==> config.mk <==
export PLATFORM = sky130hd
export DESIGN_NAME = fp_mult_accum
export DESIGN_NICKNAME = d
export VERILOG_FILES = /design/src/rtl/fp_mult_accum.sv
export SDC_FILE = /design/constraint.sdc
export NUM_CORES = 1
export LEC_CHECK = 0
export CORE_ASPECT_RATIO = 1.4
export CORE_MARGIN = 2
export CORE_UTILIZATION = 50
export CTS_CLUSTER_DIAMETER = 80
export CTS_CLUSTER_SIZE = 8
export DETAILED_ROUTE_END_ITERATION = 8
export PLACE_DENSITY = 0.78
export SLEW_MARGIN = 15
export SYNTH_ARGS = -nofsm -noshare
export SYNTH_HDL_FRONTEND = slang
export SYNTH_SLANG_ARGS = --single-unit
export TNS_END_PERCENT = 20
==> constraint.sdc <==
create_clock -name clk -period 3.3 [get_ports clk]
set_clock_uncertainty 0.2 [all_clocks]
set_input_delay 0.66 -clock clk [delete_from_list [all_inputs] [get_ports clk]]
set_output_delay 0.66 -clock clk [all_outputs]
set_load 0.05 [all_outputs]
==> src/rtl/fp_mult_accum.sv <==
// Streaming reduction stage: sums a group of fixed-point products and emits one narrowed result per group.
// Optional clamping of out-of-range sums is enabled by defining FP_MULT_ACCUM_SAT_EN.
module fp_mult_accum #(
    parameter int WIDTH      = 32,
    parameter int INT_WIDTH  = 1,
    parameter int FRAC_WIDTH = 31,
    parameter int GUARD      = 8,
    parameter int CNT_WIDTH  = 8,
    parameter int SIGNED     = 0
) (
    input  logic                 clk,
    input  logic                 reset,
    input  logic                 in_valid,
    input  logic [WIDTH-1:0]     in_data,
    input  logic                 in_last,
    output logic                 in_ready,
    output logic                 out_valid,
    input  logic                 out_ready,
    output logic [WIDTH-1:0]     out_data,
    output logic                 out_sat,
    output logic [CNT_WIDTH-1:0] out_count,
    output logic                 o_dbg_state
);
    localparam int AW = WIDTH + GUARD;

    // Handshakes: a transfer happens on a rising edge where valid & ready are both high;
    // a producer holds its data stable while valid is high and ready is low.
    typedef enum logic {ST_ACC = 1'b0, ST_HOLD = 1'b1} state_t;

    if (INT_WIDTH + FRAC_WIDTH != WIDTH) begin : g_fmt_check
        $error("fp_mult_accum: INT_WIDTH + FRAC_WIDTH must equal WIDTH");
    end

    state_t                 r_state;
    state_t                 w_state_next;
    logic [AW-1:0]          r_acc;
    logic [CNT_WIDTH-1:0]   r_count;
    logic [WIDTH-1:0]       r_out_data;
    logic                   r_out_sat;
    logic [CNT_WIDTH-1:0]   r_out_count;

    logic                   w_accept;
    logic [AW-1:0]          w_ext;
    logic [AW-1:0]          w_sum;
    logic [CNT_WIDTH-1:0]   w_count_inc;
    logic [WIDTH-1:0]       w_narrow;
    logic                   w_sat;

    assign w_accept    = in_valid & in_ready;
    assign w_ext       = (SIGNED != 0) ? {{GUARD{in_data[WIDTH-1]}}, in_data}
                                       : {{GUARD{1'b0}}, in_data};
    assign w_count_inc = (&r_count) ? r_count : r_count + CNT_WIDTH'(1);

`ifdef FP_MULT_ACCUM_SAT_EN
    logic [AW:0]      w_sum_full;
    logic             r_ovf;
    logic             r_ovf_neg;
    logic             w_add_ovf;
    logic             w_ovf_any;
    logic             w_ovf_neg;
    logic [GUARD:0]   w_top;
    logic             w_fits;
    logic             w_neg;

    assign w_sum_full = {1'b0, r_acc} + {1'b0, w_ext};
    assign w_sum      = w_sum_full[AW-1:0];
    assign w_add_ovf  = (SIGNED != 0)
                        ? ((r_acc[AW-1] == w_ext[AW-1]) && (w_sum[AW-1] != r_acc[AW-1]))
                        : w_sum_full[AW];
    assign w_ovf_any  = r_ovf | w_add_ovf;
    // Once the guard bits wrap, the sum's sign is meaningless; remember the direction it was heading.
    assign w_ovf_neg  = r_ovf ? r_ovf_neg : r_acc[AW-1];
    assign w_top      = w_sum[AW-1:WIDTH-1];
    assign w_fits     = (SIGNED != 0) ? ((&w_top) | ~(|w_top)) : ~(|w_sum[AW-1:WIDTH]);
    assign w_neg      = w_ovf_any ? w_ovf_neg : w_sum[AW-1];
    assign w_sat      = w_ovf_any | ~w_fits;

    always_comb begin
        w_narrow = w_sum[WIDTH-1:0];
        if (w_sat) begin
            if (SIGNED != 0) begin
                w_narrow = w_neg ? {1'b1, {(WIDTH-1){1'b0}}} : {1'b0, {(WIDTH-1){1'b1}}};
            end else begin
                w_narrow = {WIDTH{1'b1}};
            end
        end
    end

    always_ff @(posedge clk) begin
        if (reset) begin
            r_ovf     <= 1'b0;
            r_ovf_neg <= 1'b0;
        end else if (w_accept) begin
            r_ovf     <= in_last ? 1'b0 : w_ovf_any;
            r_ovf_neg <= in_last ? 1'b0 : w_ovf_neg;
        end
    end
`else
    assign w_sum    = r_acc + w_ext;
    assign w_narrow = w_sum[WIDTH-1:0];
    assign w_sat    = 1'b0;
`endif

    always_ff @(posedge clk) begin
        if (reset) begin
            r_state <= ST_ACC;
        end else begin
            r_state <= w_state_next;
        end
    end

    always_comb begin
        w_state_next = r_state;
        case (r_state)
            ST_ACC:  if (w_accept && in_last) w_state_next = ST_HOLD;
            ST_HOLD: if (out_ready)           w_state_next = ST_ACC;
            default: w_state_next = ST_ACC;
        endcase
    end

    always_comb begin
        in_ready  = 1'b0;
        out_valid = 1'b0;
        case (r_state)
            ST_ACC:  in_ready  = 1'b1;
            ST_HOLD: out_valid = 1'b1;
            default: in_ready  = 1'b0;
        endcase
    end

    always_ff @(posedge clk) begin
        if (reset) begin
            r_acc       <= '0;
            r_count     <= '0;
            r_out_data  <= '0;
            r_out_sat   <= 1'b0;
            r_out_count <= '0;
        end else if (w_accept) begin
            if (in_last) begin
                r_acc       <= '0;
                r_count     <= '0;
                r_out_data  <= w_narrow;
                r_out_sat   <= w_sat;
                r_out_count <= w_count_inc;
            end else begin
                r_acc   <= w_sum;
                r_count <= w_count_inc;
            end
        end
    end

    assign out_data    = r_out_data;
    assign out_sat     = r_out_sat;
    assign out_count   = r_out_count;
    assign o_dbg_state = r_state;
endmodule

==> load_flow_metrics.sql <==
INSERT INTO impl_metrics (metric_group, metric, value, unit) VALUES
('detailed_routing', 'route.detailed.drc', '0', ''),
('floorplan', 'placement_rows', '43', ''),
('timing', 'fmax', '316', 'MHz'),
('cells_and_area', 'most-common-layout-cells', 'sky130_fd_sc_hd__nand2_1, sky130_fd_sc_hd__buf_4, sky130_fd_sc_hd__dfxtp_1', ''),
('timing', 'worst_case_setup_margin_in_the_final_layout', '0.137', 'ns'),
('pwr', 'worst_ir_drop_vdd', '0.348', 'mV'),
('synth', 'ys_async_sr_fraction', '0', '%'),
('clock_tree', 'tritoncts_num_sinks', '81', ''),
('clock_tree', 'tritoncts', 'yes', ''),
('placement', 'place.detailed.hpwl', '11.9', 'mm'),
('detailed_routing', 'detail_route.vias_per_cell', '5.87', ''),
('setup_path', 'endpoint', 'out_data[24]', ''),
('setup_path', 'worst-setup-path-type', 'primary input to flip-flop', ''),
('pwr', 'report.power.total', '2.96', 'mW'),
('setup_path', 'number_of_gates_on_the_worst_path_with_buffers_counted', '11', ''),
('global_route', 'grt_overflow_total', '0', ''),
('setup_path', 'rr_endpoint', 'out_data[28]', ''),
('timing', 'timing.slew.headroom', '42.5', '%'),
('run', 'max-cap-violations', '0', ''),
('cells_and_area', 'final_layout_size_suffix_gt1_share', '16.2', '%'),
('synth', 'netlist_instances', '639', ''),
('floorplan', 'chipHeight', '123', 'µm'),
('setup_path', 'worst-endpoint-required', '3.34', 'ns'),
('worst_hold_path', 'hold_path.class', 'flip-flop to flip-flop', ''),
('floorplan', 'io_pins', '81', ''),
('synth', 'synth-edff-count', '0', ''),
('floorplan', 'die_area', '10900', 'µm²'),
('detailed_routing', 'route.final.wire_length', '16.2', 'mm'),
('floorplan', 'die_w', '88.9', 'µm'),
('setup_path', 'worst-r2r-cell-count', '11', ''),
('clock_tree', 'clk_pin_slew', '0.07', 'ns'),
('setup_path', 'crit_chain', 'clkdlybuf4s50_1 > ha_1 > nand2_1 > o2111ai_4 > a31oi_4 > o31a_1 > o31a_1 > buf_4 > buf_4 > o2111ai_2 > nand3_1', ''),
('global_route', 'grt_pass1_wl', '25.6', 'mm'),
('floorplan', 'placeableCoreArea', '9850', 'µm²'),
('timing', 'final_period_utilization', '95.8', '%'),
('timing', 'final.setup.tns', '0', 'ns'),
('synth', 'synth_nets', '709', ''),
('detailed_routing', 'ant_nets', '0', ''),
('clock_tree', 'max-clock-path-buffers', '2', ''),
('run_status', 'outcome', 'completed', ''),
('placement', 'gp_congestion', '0.927', ''),
('timing', 'report.final.setup_viol', '0', ''),
('setup_path', 'reg2reg_slack', '0.47', 'ns'),
('placement', 'numPortBuffers', '79', ''),
('timing', 'final-max-slew-violation-count', '0', ''),
('setup_path', 'arrival', '3.20', 'ns'),
('setup_path', 'nature_of_the_critical_path_startpoint', 'primary input', ''),
('synth', 'post_synth_instance_area', '5040', 'µm²'),
('clock_tree', 'cts.root.buffer_cell', 'sky130_fd_sc_hd__clkbuf_16', ''),
('setup_path', 'crit_slowest_cell', 'sky130_fd_sc_hd__clkdlybuf4s50_1', ''),
('cells_and_area', 'n_antenna_cell', '0', ''),
('setup_path', 'crit_path_max_fo', '7', ''),
('timing', 'holdWs', '0.259', 'ns'),
('global_route', 'grt_pass1_vias', '5236', ''),
('cells_and_area', 'final_util', '68.7', '%'),
('pwr', 'power_per_cell_area', '438', 'nW/µm²'),
('synth', 'synth-warning-count', '0', ''),
('synth', 'synthFlopType', 'sky130_fd_sc_hd__dfxtp_1', ''),
('clock_tree', 'numCtsBuffers', '9', ''),
('setup_path', 'worstPathBufferInverterCount', '3', ''),
('detailed_routing', 'first_pass_iteration_count_of_the_detailed_router', '5', ''),
('setup_path', 'crit_path_end_kind', 'flip-flop', ''),
('global_route', 'grtUsageTotal', '30.2', '%'),
('placement', 'pre_cts_slack', '-0.404', 'ns'),
('cells_and_area', 'area_delta_synth_final', '34.0', '%'),
('global_route', 'largest_net_degree_at_the_start_of_global_routing', '35', ''),
('setup_path', 'critical_path.reg2reg.startpoint', 'r_acc[0]', ''),
('pwr', 'p_leak', '2.82', 'nW'),
('synth', 'netlist-cell-type-count', '64', ''),
('timing', 'max_slew.worst_pin.slew', '0.859', 'ns'),
('synth', 'avgSynthCellArea', '7.89', 'µm²');
registers in the layout, indices dropped and copies added (netlist names):
register and count:
out_count 8, r_count 8, out_data 32, o_dbg_state 1, r_acc 32
area by class of cell:
class | count | area [µm²] | area share, %
inverter | 12 | 45.0 | 0.666
timing repair buffer | 164 | 1430 | 21.1
multi-input combinational | 500 | 3210 | 47.5
clock buffer | 10 | 239 | 3.54
clock inverter | 6 | 47.5 | 0.703
sequential | 81 | 1620 | 24.0
tap | 135 | 169 | 2.50
routing by layer:
metal / part of all wire (%) / global-route usage, %
met5: 0 / 0
met4: 3.2 / 12.9
met3: 5.4 / 5.85
met2: 52 / 53.5
met1: 39 / 34.6
worst min-delay path, delay by kind of cell (launching register included):
kind | cells | cell delay [ns]
AOI/OAI and AO/OA | 1 | 0.05
and+or+nand+nor | 1 | 0.05
DFF | 1 | 0.31
where the power goes:
group          total, mW  switching, mW  internal [mW]
clock               1.00          0.458          0.542
sequential          1.07         0.0367           1.04
combinational      0.887          0.517          0.369
total               2.96           1.01           1.95
what timing repair did:
item                       CTS  global route
setup endpoints to repair    7            14
buffers inserted             2             4
pin swaps                    7            11
hold buffers                 0             0
resized for setup            4            15
stage by stage:
stage | cell area (µm²) | std cells
after floorplan | 5040 | 639
after global placement | 6340 | 886
after detailed placement | 6340 | 886
after CTS | 6660 | 904
after global routing | 6760 | 908
final | 6760 | 908
synth_stat cells, drive strengths merged, types with 3 or more instances:
master / count / share of area [%]
dfxtp: 81 / 32
and3: 8 / 1.0
nand3: 16 / 1.6
a21oi: 63 / 6.3
xnor2: 15 / 2.6
nor3b: 4 / 0.60
nand4b: 4 / 0.69
buf: 23 / 3.3
nor2: 54 / 4.0
a31oi: 9 / 1.1
nor4: 3 / 0.37
or3: 3 / 0.37
a22oi: 11 / 1.6
o21ai: 39 / 3.9
a211o: 3 / 0.52
nand4: 11 / 1.4
mux2i: 3 / 0.60
a22o: 7 / 1.2
o21a: 6 / 0.89
nor2b: 5 / 0.62
inv: 12 / 0.89
ha: 32 / 7.9
xor2: 17 / 3.0
nand3b: 10 / 1.5
o31ai: 3 / 0.45
clkbuf: 23 / 1.7
o211ai: 6 / 0.89
a211oi: 9 / 1.3
or4: 10 / 1.5
nand2: 85 / 6.3
a21o: 9 / 1.4
nor3: 16 / 1.6
o31a: 4 / 0.69
and2: 5 / 0.62
cell families after synthesis:
kind of cell / share of synthesized area, %
buf+inv: 5.90
compound gates: 23.2
flops: 32.2
fa+ha+maj: 8.34
simple gates: 23.7
mux: 1.04
other cells: 0.0744
xor+xnor: 5.56
worst min-delay path by stage:
| stage | start | to | cells past startpoint |
|---|---|---|---|
| floorplan | r_acc[11] | r_acc[11] | 2 |
| global route | r_acc[29] | r_acc[29] | 2 |
| CTS | out_data[6] | out_data[6] | 2 |
| global placement | r_acc[18] | r_acc[18] | 2 |
| finish | out_data[6] | out_data[6] | 2 |
| detailed placement | out_data[14] | out_data[14] | 2 |
No activity file was read; power rests on OpenSTA's default activity.
